File: src/rtl/uart_tx_mmio.sv
// rtl/uart_tx_mmio.sv - memory-mapped 8N1 UART transmitter with TX FIFO
//
// Core stores to TXDATA queue bytes in a circular FIFO; a four-state
// serialiser drains the FIFO and shifts each byte out LSB first on tx_o.
// Register reads are combinational so the single-cycle load path sees them
// in the same cycle.
//
// Ports:
//   clk_i   system clock, rising edge
//   rst_i   asynchronous active-low reset
//   sel_i   peripheral select from the address decoder
//   addr_i  byte address; addr_i[3:2] selects TXDATA/STATUS/BAUDDIV/reserved
//   data_i  store data
//   we_i    store enable
//   data_o  combinational read data (zero when not selected)
//   tx_o    registered serial output, idles high
//   irq_o   level interrupt, high while the FIFO is empty

module uart_tx_mmio #(
    parameter int FIFO_DEPTH = 8,
    parameter int DIV_RESET  = 868
) (
    input  logic        clk_i,
    input  logic        rst_i,
    input  logic        sel_i,
    input  logic [31:0] addr_i,
    input  logic [31:0] data_i,
    input  logic        we_i,
    output logic [31:0] data_o,
    output logic        tx_o,
    output logic        irq_o
);

    localparam int PTR_W = $clog2(FIFO_DEPTH);
    localparam int CNT_W = PTR_W + 1;

    localparam logic [1:0] REG_TXDATA  = 2'd0;
    localparam logic [1:0] REG_STATUS  = 2'd1;
    localparam logic [1:0] REG_BAUDDIV = 2'd2;

    typedef enum logic [1:0] {
        ST_IDLE,
        ST_START,
        ST_DATA,
        ST_STOP
    } state_e;

    // ------------------------------------------------------------------
    // Bus decode
    // ------------------------------------------------------------------
    logic [1:0] reg_sel;
    logic       wr_en;
    logic       push;
    logic       push_ok;
    logic       ovf_set;
    logic       ovf_clr;
    logic       div_wr;

    assign reg_sel = addr_i[3:2];
    assign wr_en   = sel_i & we_i;
    assign push    = wr_en && (reg_sel == REG_TXDATA);
    assign ovf_clr = wr_en && (reg_sel == REG_STATUS) && data_i[3];
    assign div_wr  = wr_en && (reg_sel == REG_BAUDDIV);

    // Bits of the bus that no register decodes.
    logic unused_bus_bits;
    assign unused_bus_bits = ^{addr_i[31:4], addr_i[1:0], data_i[31:16]};

    // ------------------------------------------------------------------
    // TX FIFO
    // ------------------------------------------------------------------
    logic [7:0]       mem_q [FIFO_DEPTH];
    logic [PTR_W-1:0] wr_ptr_q, wr_ptr_d;
    logic [PTR_W-1:0] rd_ptr_q, rd_ptr_d;
    logic [CNT_W-1:0] count_q, count_d;
    logic             full;
    logic             empty;
    logic             pop;

    assign full  = (count_q == CNT_W'(FIFO_DEPTH));
    assign empty = (count_q == '0);

    // Fullness is judged before the edge, so a push into a full FIFO is
    // lost even when the serialiser pops on the same edge.
    assign push_ok = push & ~full;
    assign ovf_set = push & full;

    always_comb begin
        wr_ptr_d = wr_ptr_q;
        rd_ptr_d = rd_ptr_q;
        count_d  = count_q;
        if (push_ok) begin
            wr_ptr_d = wr_ptr_q + PTR_W'(1);
        end
        if (pop) begin
            rd_ptr_d = rd_ptr_q + PTR_W'(1);
        end
        case ({push_ok, pop})
            2'b10:   count_d = count_q + CNT_W'(1);
            2'b01:   count_d = count_q - CNT_W'(1);
            default: count_d = count_q;
        endcase
    end

    always_ff @(posedge clk_i) begin
        if (push_ok) begin
            mem_q[wr_ptr_q] <= data_i[7:0];
        end
    end

    always_ff @(posedge clk_i or negedge rst_i) begin
        if (!rst_i) begin
            wr_ptr_q <= '0;
            rd_ptr_q <= '0;
            count_q  <= '0;
        end else begin
            wr_ptr_q <= wr_ptr_d;
            rd_ptr_q <= rd_ptr_d;
            count_q  <= count_d;
        end
    end

    // ------------------------------------------------------------------
    // Overflow flag and baud divisor
    // ------------------------------------------------------------------
    logic        ovf_q, ovf_d;
    logic [15:0] div_q, div_d;

    always_comb begin
        ovf_d = ovf_q;
        if (ovf_clr) begin
            ovf_d = 1'b0;
        end
        if (ovf_set) begin
            ovf_d = 1'b1;
        end
        div_d = div_q;
        if (div_wr) begin
            // A divisor of 0 would never end a bit; clamp to one cycle.
            div_d = (data_i[15:0] == 16'd0) ? 16'd1 : data_i[15:0];
        end
    end

    always_ff @(posedge clk_i or negedge rst_i) begin
        if (!rst_i) begin
            ovf_q <= 1'b0;
            div_q <= 16'(DIV_RESET);
        end else begin
            ovf_q <= ovf_d;
            div_q <= div_d;
        end
    end

    // ------------------------------------------------------------------
    // Serialiser
    // ------------------------------------------------------------------
    state_e      state_q, state_d;
    logic [15:0] cnt_q, cnt_d;
    logic [2:0]  bit_idx_q, bit_idx_d;
    logic [7:0]  shift_q, shift_d;
    logic        tx_q, tx_d;
    logic        bit_end;

    // The divisor is read live, so lowering it below the running count
    // simply ends the current bit on the next edge.
    assign bit_end = (cnt_q >= (div_q - 16'd1));

    always_comb begin
        state_d   = state_q;
        cnt_d     = cnt_q;
        bit_idx_d = bit_idx_q;
        shift_d   = shift_q;
        tx_d      = tx_q;
        pop       = 1'b0;
        case (state_q)
            ST_IDLE: begin
                tx_d  = 1'b1;
                cnt_d = '0;
                if (!empty) begin
                    pop     = 1'b1;
                    shift_d = mem_q[rd_ptr_q];
                    tx_d    = 1'b0;
                    state_d = ST_START;
                end
            end
            ST_START: begin
                if (bit_end) begin
                    cnt_d     = '0;
                    bit_idx_d = '0;
                    tx_d      = shift_q[0];
                    state_d   = ST_DATA;
                end else begin
                    cnt_d = cnt_q + 16'd1;
                end
            end
            ST_DATA: begin
                if (bit_end) begin
                    cnt_d = '0;
                    if (bit_idx_q == 3'd7) begin
                        tx_d    = 1'b1;
                        state_d = ST_STOP;
                    end else begin
                        bit_idx_d = bit_idx_q + 3'd1;
                        shift_d   = {1'b0, shift_q[7:1]};
                        // Next bit is what lands in shift[0] after the shift.
                        tx_d      = shift_q[1];
                    end
                end else begin
                    cnt_d = cnt_q + 16'd1;
                end
            end
            ST_STOP: begin
                if (bit_end) begin
                    cnt_d   = '0;
                    tx_d    = 1'b1;
                    state_d = ST_IDLE;
                end else begin
                    cnt_d = cnt_q + 16'd1;
                end
            end
            default: begin
                tx_d    = 1'b1;
                cnt_d   = '0;
                state_d = ST_IDLE;
            end
        endcase
    end

    always_ff @(posedge clk_i or negedge rst_i) begin
        if (!rst_i) begin
            state_q   <= ST_IDLE;
            cnt_q     <= '0;
            bit_idx_q <= '0;
            shift_q   <= '0;
            tx_q      <= 1'b1;
        end else begin
            state_q   <= state_d;
            cnt_q     <= cnt_d;
            bit_idx_q <= bit_idx_d;
            shift_q   <= shift_d;
            tx_q      <= tx_d;
        end
    end

    // ------------------------------------------------------------------
    // Read mux and outputs
    // ------------------------------------------------------------------
    logic       busy;
    logic [3:0] count4;

    assign busy   = (state_q != ST_IDLE) || !empty;
    assign count4 = 4'(count_q);

    always_comb begin
        data_o = 32'h0;
        if (sel_i) begin
            case (reg_sel)
                REG_STATUS:  data_o = {24'h0, count4, ovf_q, empty, full, busy};
                REG_BAUDDIV: data_o = {16'h0, div_q};
                default:     data_o = 32'h0;
            endcase
        end
    end

    assign tx_o  = tx_q;
    assign irq_o = empty;

endmodule

File: config.mk
export PLATFORM = sky130hd
export DESIGN_NAME = uart_tx_mmio
export DESIGN_NICKNAME = d
export VERILOG_FILES = /design/src/rtl/uart_tx_mmio.sv
export SDC_FILE = /design/constraint.sdc
export NUM_CORES = 1
export LEC_CHECK = 0
export CAP_MARGIN = 20
export CORE_MARGIN = 5
export CORE_UTILIZATION = 40
export DETAILED_ROUTE_END_ITERATION = 7
export MAX_ROUTING_LAYER = met4
export PLACE_DENSITY = 0.74
export RECOVER_POWER = 100
export SKIP_LAST_GASP = 1
export SLEW_MARGIN = 20
export SYNTH_ARGS = -nofsm -noshare
export SYNTH_HDL_FRONTEND = slang
export SYNTH_SLANG_ARGS = --single-unit
File: constraint.sdc
create_clock -name clk_i -period 3.66 [get_ports clk_i]
set_input_delay 0.732 -clock clk_i [delete_from_list [all_inputs] [get_ports clk_i]]
set_output_delay 0.732 -clock clk_i [all_outputs]
set_load 0.02 [all_outputs]
==> run metrics <==
Post-synth ARST share=47.1%; critical path arrival=2800 ps; GRT Residual Overflow=0; r2r endpoint=bit_idx_q[2]; die height=134 um; r2r setup slk=280 ps; layout cell share with drive strength beyond 1=17.1%; count leader, synth=edfxtp_1; Max Fclk=0.283 GHz; routed wire length=13100 um; critical-path cell list=dlygate4sd3_1, ha_1, clkbuf_1, and3_1, clkdlybuf4s50_1; drt wl/cell=17.6 um; filler instances=1283; number of remaining DRC errors=0; global-route wire length before repair=21600 um; final setup fails=0; met2 usage=25.9%; GRT Resource Usage Total=15.8%; skew final=8.30 ps; Max VDD drop=0.000441 V; Post-CTS Repair Setup Buffers=0; Hold Buf Count CTS=0; Slowest-stage cell, CP=clkdlybuf4s50_1; vias=3926; fin worst setup slack=124 ps; Worst Path Max Fanout=9; Final ANT Viol Nets=0; Hold Fails Final Rpt=0; core area=15100 sq um; register bit total from synthesis=121; die span in x=134 um; H-tree depth=4; met3 global-route usage=3.06%; crit path time final=3540 ps; Post-synth EDFFs=64; slew margin rel.=-47.6%; Req. time, crit path=2930 ps; I/O pin count=102; post-synthesis sequential area ratio=54.8%; crit path capture=data_o[15]; reg2reg path depth=11; Setup crit end kind=output pin; failing checks=capacitance limit, slew limit; Routability Congestion=0.843; Final nets=644; Vias/cell=5.28; CTS root buf=clkbuf_16; Worst-Skew Late Latency=410 ps; n_diodes=0; DP HPWL=9260 um; Post-Syn Area=6120 sq um; DIE AREA=17900 sq um; area share of the largest cell type after synthesis=31.4%; Clock Sinks=121; Final period util=96.6%; distinct cell type count after synthesis=50; GR peak layer=met2; antenna violations before repair=0; area leader, netlist=edfxtp_1; outcome=finished, violations left; crit path kind=primary input to output pin; LEAKAGE=2.86 nW; Slew Limit Fails=40; Max Cap Viol=1; Area contributors post-synth=edfxtp_1 (31%), dfrtp_1 (21%), ha_1 (6.7%), mux4_2 (5.9%), mux2_2 (4.6%); worst-case clock buffer depth=2; Max stage delay on crit path=610 ps; row count=45; Initial Util=40.6%; Worst path depth=5; CP Launch Type=primary input; TNS Setup=0 ps; vias in the first global route=4139; Port Buffer Count=39; P per Cell Area=686 nW/um^2; Post-synth top cells=edfxtp_1 (64), dfrtp_1 (51), nor2_1 (41); Crit path buffers/inverters=3; largest net degree at the start of global routing=40; Layout area overhead=19.4%; Hold Path Class=register to register; Yosys warning count=0; Synth Flop Type=edfxtp_1; 1st-pass router iterations=4; Least-Margin Pin Slew=2210 ps; TritonCTS clock tree=done; Layout Cells excl Fill=743; Placement Setup Slack=-107 ps; crit path from=addr_i[3]; CP delay by family, top=buffers and inverters; met1 GRT Util=19.3%; Avg Synthesized Cell Area=12.7 sq um; placed cells=711; Reg-to-Reg Start=div_q[0]; DRT iter0 DRCs=301; Mapped Cells=482; clock-pin slew on the worst setup and hold paths=60 ps; number of CTS-inserted buffers=17
==> flip-flops by register name, indices dropped and copies added, names as in the netlist <==
signal     count
bit_idx_q      3
cnt_q         16
count4         4
div_q         16
mem_q         64
ovf_q          1
rd_ptr_q       3
shift_q        8
state_q        2
tx_o           1
wr_ptr_q       3
==> how the worst min path moves through the flow <==
stage	depth (start not counted)	to	start	slack, ps
global route	1	shift_q[7]	shift_q[7]	500
detailed placement	1	shift_q[7]	shift_q[7]	470
finish	1	shift_q[7]	shift_q[7]	490
floorplan	0	bit_idx_q[0]	rst_i	440
CTS	1	div_q[11]	rst_i	490
global placement	2	ovf_q	ovf_q	470
==> cell families after synthesis <==
logic type | Yosys count | share of synthesized area (%)
fa+ha+maj | 34 | 7.07
buf+inv | 47 | 4.09
xor+xnor | 35 | 5.01
mux | 49 | 11.8
flops | 121 | 54.8
compound gates | 54 | 5.99
simple gates | 141 | 11.2
other cells | 1 | 0.0613
==> layout by cell type (no fill, tap or decap), types with 17 or more instances in the layout <==
| master | netlist | routed |
|---|---|---|
| xor2_1 | 20 | 20 |
| mux2_2 | 25 | 25 |
| ha_1 | 33 | 33 |
| nand2_1 | 30 | 30 |
| edfxtp_1 | 64 | 64 |
| nor2_1 | 41 | 41 |
| clkbuf_16 | 0 | 17 |
| dfrtp_1 | 51 | 51 |
| clkdlybuf4s50_1 | 0 | 25 |
==> layout make-up <==
class,instances,area [sq um],area share (%)
Clock inverter,14,140,1.92
Inverter,13,48.8,0.667
Clock buffer,18,429,5.87
Timing Repair Buffer,60,497,6.79
Tap cell,188,235,3.22
Multi-Input combinational cell,329,2610,35.6
Sequential cell,121,3360,45.9
==> stage by stage <==
stage               cell area (sq um)  utilization (%)  power, W  hold WS [ps]
CTS                              7320             48.5   0.00505           488
detailed placement               6760             44.8   0.00346           472
global route                     7310             48.5   0.00534           501
global placement                 6760             44.8   0.00336           468
finish                           7310             48.5   0.00502           493
floorplan                        6180                -   0.00304           436
==> timing repair <==
action                     4_1_cts  5_1_grt
pin swaps                        0        0
gates resized for setup          1        5
setup endpoints to repair       16       29
hold endpoints to repair         0        0
==> power by group <==
part           switching, W  internal [W]
clock              0.000626      0.000950
combinational      0.000720      0.000740
sequential         0.000326       0.00165
==> metal layers <==
metal  routed length, um  vias up
met5                   0        -
met3                 318       12
li1                    -     1863
met1                5670     1978
met4                 175        0
met2                6900       73
(Power assumes the default switching activity.)
